<file path="src/rtl/fifo_flags_pkg.sv">
// Shared defaults and operation encoding for the fifo_flags queue.
package fifo_flags_pkg;

  localparam int unsigned DEF_WORD_BITS    = 8;
  localparam int unsigned DEF_ADDR_BITS    = 4;
  localparam int          DEF_AFULL_MARGIN = 4;
  localparam int          DEF_AEMPTY_LEVEL = 2;

  // Accepted-operation classes, built as {push, pop}
  typedef enum logic [1:0] {
    OP_NONE = 2'b00,
    OP_POP  = 2'b01,
    OP_PUSH = 2'b10,
    OP_BOTH = 2'b11
  } fifo_op_e;

endpackage

</file>
<file path="src/rtl/fifo_ram.sv">
// DEPTH x WORD_BITS storage: one synchronous write port, one asynchronous read port.
module fifo_ram #(
  parameter int unsigned WORD_BITS = 8,
  parameter int unsigned ADDR_BITS = 4
) (
  input  logic                 i_clk,
  input  logic                 i_we,
  input  logic [ADDR_BITS-1:0] i_waddr,
  input  logic [WORD_BITS-1:0] i_wdata,
  input  logic [ADDR_BITS-1:0] i_raddr,
  output logic [WORD_BITS-1:0] o_rdata
);

  logic [WORD_BITS-1:0] mem_q [2**ADDR_BITS];

  always_ff @(posedge i_clk) begin
    if (i_we) begin
      mem_q[i_waddr] <= i_wdata;
    end
  end

  assign o_rdata = mem_q[i_raddr];

endmodule

</file>
<file path="src/rtl/fifo_flags.sv">
// Show-ahead synchronous FIFO with registered occupancy flags and sticky error flags.
module fifo_flags
  import fifo_flags_pkg::*;
#(
  parameter int unsigned WORD_BITS    = DEF_WORD_BITS,
  parameter int unsigned ADDR_BITS    = DEF_ADDR_BITS,
  parameter int          AFULL_LEVEL  = int'(2**ADDR_BITS) - DEF_AFULL_MARGIN,
  parameter int          AEMPTY_LEVEL = DEF_AEMPTY_LEVEL
) (
  input  logic                 i_clk,
  input  logic                 i_reset,
  input  logic                 i_wr,
  input  logic [WORD_BITS-1:0] i_wdata,
  input  logic                 i_rd,
  input  logic                 i_clr_err,
  output logic [WORD_BITS-1:0] o_rdata,
  output logic                 o_empty,
  output logic                 o_full,
  output logic                 o_afull,
  output logic                 o_aempty,
  output logic [ADDR_BITS:0]   o_count,
  output logic                 o_overflow,
  output logic                 o_underflow
);

  localparam logic [ADDR_BITS:0] DEPTH_CNT = {1'b1, {ADDR_BITS{1'b0}}};

  logic [ADDR_BITS-1:0] wr_ptr_q, wr_ptr_d;
  logic [ADDR_BITS-1:0] rd_ptr_q, rd_ptr_d;
  logic [ADDR_BITS:0]   count_q, count_d;
  logic empty_q, empty_d, full_q, full_d;
  logic afull_q, afull_d, aempty_q, aempty_d;
  logic overflow_q, overflow_d, underflow_q, underflow_d;
  logic push, pop;
  fifo_op_e op;

  // A pop frees a slot in the same cycle, so a full FIFO still accepts a push alongside it
  assign push = i_wr && (!full_q || i_rd);
  assign pop  = i_rd && !empty_q;
  assign op   = fifo_op_e'({push, pop});

  always_comb begin
    wr_ptr_d = wr_ptr_q;
    rd_ptr_d = rd_ptr_q;
    count_d  = count_q;
    unique case (op)
      OP_PUSH: begin
        wr_ptr_d = wr_ptr_q + 1'b1;
        count_d  = count_q + 1'b1;
      end
      OP_POP: begin
        rd_ptr_d = rd_ptr_q + 1'b1;
        count_d  = count_q - 1'b1;
      end
      OP_BOTH: begin
        wr_ptr_d = wr_ptr_q + 1'b1;
        rd_ptr_d = rd_ptr_q + 1'b1;
      end
      default: ;
    endcase

    // Flags track the next occupancy so they are registered yet current
    empty_d  = (count_d == '0);
    full_d   = (count_d == DEPTH_CNT);
    afull_d  = (int'(count_d) >= AFULL_LEVEL);
    aempty_d = (int'(count_d) <= AEMPTY_LEVEL);

    // A new error in the clearing cycle wins over i_clr_err
    overflow_d  = (i_wr && full_q && !i_rd) || (overflow_q && !i_clr_err);
    underflow_d = (i_rd && empty_q) || (underflow_q && !i_clr_err);
  end

  always_ff @(posedge i_clk) begin
    if (i_reset) begin
      wr_ptr_q    <= '0;
      rd_ptr_q    <= '0;
      count_q     <= '0;
      empty_q     <= 1'b1;
      full_q      <= 1'b0;
      afull_q     <= 1'b0;
      aempty_q    <= 1'b1;
      overflow_q  <= 1'b0;
      underflow_q <= 1'b0;
    end else begin
      wr_ptr_q    <= wr_ptr_d;
      rd_ptr_q    <= rd_ptr_d;
      count_q     <= count_d;
      empty_q     <= empty_d;
      full_q      <= full_d;
      afull_q     <= afull_d;
      aempty_q    <= aempty_d;
      overflow_q  <= overflow_d;
      underflow_q <= underflow_d;
    end
  end

  fifo_ram #(
    .WORD_BITS (WORD_BITS),
    .ADDR_BITS (ADDR_BITS)
  ) u_ram (
    .i_clk   (i_clk),
    .i_we    (push && !i_reset),
    .i_waddr (wr_ptr_q),
    .i_wdata (i_wdata),
    .i_raddr (rd_ptr_q),
    .o_rdata (o_rdata)
  );

  assign o_empty     = empty_q;
  assign o_full      = full_q;
  assign o_afull     = afull_q;
  assign o_aempty    = aempty_q;
  assign o_count     = count_q;
  assign o_overflow  = overflow_q;
  assign o_underflow = underflow_q;

endmodule
</file>
<file path="config.mk">
export PLATFORM = sky130hd
export DESIGN_NAME = fifo_flags
export DESIGN_NICKNAME = d
export VERILOG_FILES = /design/src/rtl/fifo_flags_pkg.sv /design/src/rtl/fifo_ram.sv /design/src/rtl/fifo_flags.sv
export SDC_FILE = /design/constraint.sdc
export NUM_CORES = 1
export LEC_CHECK = 0
export BUFFER_PORTS_ARGS = -buffer_cell sky130_fd_sc_hd__buf_2
export CORE_MARGIN = 2
export CORE_UTILIZATION = 48
export DETAILED_ROUTE_END_ITERATION = 8
export GPL_TIMING_DRIVEN = 0
export MAX_ROUTING_LAYER = met4
export PLACE_DENSITY = 0.61
export REMOVE_ABC_BUFFERS = 1
export SYNTH_ARGS = -nofsm -noshare
export SYNTH_HDL_FRONTEND = slang
export SYNTH_HIERARCHICAL = 1
export SYNTH_SLANG_ARGS = --single-unit
</file>
<file path="constraint.sdc">
create_clock -name i_clk -period 3.3 [get_ports i_clk]
set_input_delay 0.33 -clock i_clk [delete_from_list [all_inputs] [get_ports i_clk]]
set_output_delay 0.33 -clock i_clk [all_outputs]
set_load 0.03 [all_outputs]
</file>
==> metrics.csv <==
stage,metric,value,unit
sta,actual slew at the worst max-slew pin,943,ps
sta,fmax,0.363,GHz
placement,Place WS,372,ps
setup_path,CP top delay family,flip-flops,
yosys,Syn Area/Cell,17.9,um2
yosys,post-synthesis adder-cell area fraction,0.0167,
yosys,largest family of logic cells by synthesized area,multiplexers,
yosys,cell taking the most area after synthesis,edfxtp_1,
routing,Routed WL,11.0,mm
routing,vias per inst,5.55,
cts,Clock Tree Root,clkbuf_16,
setup_path,Critical Path Start Type,register,
global_routing,vias in the first global route,3001,
finish,Antenna diodes,0,
cts,worst-skew pair later-pin latency,420,ps
yosys,Cells after Synth,335,
power,NetSw,1.16,mW
sta,setup repair after global routing missed its margin,no,
yosys,Simple-Gate Fraction of Synth Area,0.0627,
global_routing,GR Util All Layers,0.185,
power,combinational share of power,0.132,
floorplan,DIE WIDTH,116,um
yosys,post-synthesis compound-gate area fraction,0.0439,
run_status,status,"complete, no violations",
setup_path,Crit-path slowest cell,dfxtp_2,
setup_path,CP required,2970,ps
setup_path,crit-path max FO,24,
floorplan,num rows,40,
worst_hold_path,Worst Hold Launch,i_clr_err,
yosys,Ys Warns,6,
finish,Final Core Density,0.570,
sta,post-route worst setup slack,545,ps
run,Max Cap Viol,0,
finish,P&R area growth vs syn,15.4,%
power,switching share of power,0.243,
placement,RD Place Congestion,0.782,
routing,Routed Antenna Nets,0,
yosys,multiplexer share of the synthesized area,0.137,
setup_path,CP Class,reg -> out,
yosys,Main synth FF type,edfxtp_1,
power,peak supply drop,442,uV
finish,nets,394,
cts,CTS clock-pin slew for the worst setup and hold paths,60,ps
finish,Fill cells,996,
finish,share of cells above drive strength 1,0.231,
power,Leakage Power,2.33,nW
setup_path,CP endpoint kind,output port,
power,P per Cell Area,690,mW/mm2
global_routing,initial antenna violation count,0,
floorplan,core area,0.0121,mm2
cts,htree depth,4,
yosys,mapped cell area,0.00599,mm2
routing,Routed WL per cell,19.8,um
worst_hold_path,Worst Hold Endpoint,o_overflow,
setup_path,crit path cell chain,"buf_12, mux4_1, a22oi_1, nand2_1, buf_2",
sta,# setup viols final,0,
sta,clock skew,6.54,ps
power,sequential share of power,0.455,
setup_path,RR Endpoint,o_afull,
floorplan,Initial Utilization,0.495,
cts,CTS buffer count,17,
sta,Relative slew margins,0.369,
global_routing,largest net degree at the start of global routing,36,
placement,I/O Buffers,31,
cts,Post-CTS Resized,0,
sta,final worst path period need,2750,ps
floorplan,Die H,116,um
cts,CTS tree,yes,
setup_path,FF-to-FF Start,o_full,
sta,Final Hold Vio Count,0,
cts,setup bufs post-CTS,0,
routing,Via Count,3072,
routing,drt pass-1 iters,4,
yosys,"top cells by area, synth","edfxtp_1, mux4_2, dfxtp_1",
finish,"commonest non-fill, non-tap cells in the layout","edfxtp_1, buf_2, nor2_1, mux4_2",
setup_path,r2r setup slk,550,ps
floorplan,Ports,32,
sta,Final Slew Violations,0,
yosys,"flops & latches, synth",147,
cts,hold-fix buffers at CTS,0,
yosys,post-synth top area share,0.642,
cts,CTS sink count,147,
yosys,asr flop ratio synth,0,
yosys,XOR/XNOR share of the synthesized area,0.0146,
setup_path,Crit path largest cell delay,590,ps
finish,"commonest non-fill, non-tap cell in the layout",edfxtp_1,
floorplan,Die Area,0.0134,mm2
power,P_int,3.61,mW
global_routing,first-pass GRT wire length,16.8,mm
setup_path,Worst EP arrival,2420,ps
sta,final worst-path cycle share,0.835,
setup_path,R2R cell count,10,
yosys,unique cell type count in the Yosys netlist,46,
routing,First DRT Iteration DRCs,251,
worst_hold_path,worst hold stages,3,
yosys,number of synthesized flops with an enable pin,128,
yosys,sequential-to-total area share from yosys stat,0.705,
global_routing,gr ovfl total,0,
sta,worst hold slack,184,ps
setup_path,Worst Path Buf+Inv,2,
power,clock share of power,0.412,
placement,hpwl dp,6.82,mm
routing,Remaining DRCs,0,
cts,CTS Buffer Depth,2,
worst_hold_path,Worst Hold Class,in -> reg,
through the flow:
step                TNS, ps  total power [mW]  instance area [um2]  std cells
finish                    0              4.77                 6910        554
global route              0              4.96                 6910        554
CTS                       0              4.81                 6910        554
detailed placement        0              2.85                 6290        522
global placement      -1810              2.83                 6250        519
floorplan                 0              2.65                 5880        320
synthesized netlist by cell type (2+ instances only):
library cell	n
nand3_1	2
nand2b_1	4
buf_2	4
xor2_1	8
a21oi_1	7
clkdlybuf4s25_2	3
edfxtp_1	128
nor2b_1	7
dfxtp_1	19
nor3_1	6
mux4_2	18
nand2_1	14
inv_1	4
buf_6	3
o21ai_0	6
mux2i_1	3
nor2_1	28
xnor2_1	2
clkbuf_1	4
ha_1	8
mux4_1	14
nand3b_1	3
a22oi_1	16
nor3b_1	2
layout make-up:
cell class                      count  area (um2)  share of cell area
Sequential cell                   147        4230               0.612
Multi-Input combinational cell    169        1650               0.239
Clock buffer                       17         425              0.0616
Tap cell                          168         210              0.0304
Clock inverter                     15         190              0.0275
Timing Repair Buffer               34         188              0.0272
Inverter                            4        15.0             0.00217
sequential cells by signal, indices dropped and copies added (netlist names):
register	count
o_empty	1
rd_ptr_q	4
o_aempty	1
o_full	1
o_underflow	1
o_afull	1
wr_ptr_q	4
o_overflow	1
o_count	5
u_ram/mem_q	128
how the worst max path moves through the flow:
stage | startpoint | end | slack (ps) | depth (start not counted)
3_3_place_gp | rd_ptr_q[0] | o_rdata[2] | -300 | 4
2_1_floorplan | rd_ptr_q[0] | o_rdata[0] | 530 | 3
4_1_cts | rd_ptr_q[0] | o_rdata[2] | 430 | 5
6_report | rd_ptr_q[0] | o_rdata[5] | 550 | 5
5_1_grt | o_full | o_afull | 290 | 10
3_5_place_dp | i_rd | o_afull | 370 | 10
layer usage:
metal	track usage	wire length (um)
met3	0.0445	534
met4	0.0714	174
met5	-	0
met2	0.290	5450
met1	0.237	4800
logic make-up after synthesis:
logic type      after synthesis
compound gates               39
flops                       147
xor+xnor                     10
mux                          36
fa+ha+maj                     8
buf+inv                      19
simple gates                 76
tightest hold or removal path, cell delays in order:
cell	delay (ps)
buf_2	80
nand2b_1	90
a21oi_1	60
power groups by stage:
stage	clock network (mW)	registers (mW)	logic (mW)
after floorplan	0	2.27	0.383
after global placement	0	2.24	0.588
after detailed placement	0	2.21	0.638
after CTS	2.00	2.17	0.641
after global routing	2.09	2.18	0.688
final	1.97	2.17	0.632
No activity file was read; power rests on OpenSTA's default activity.
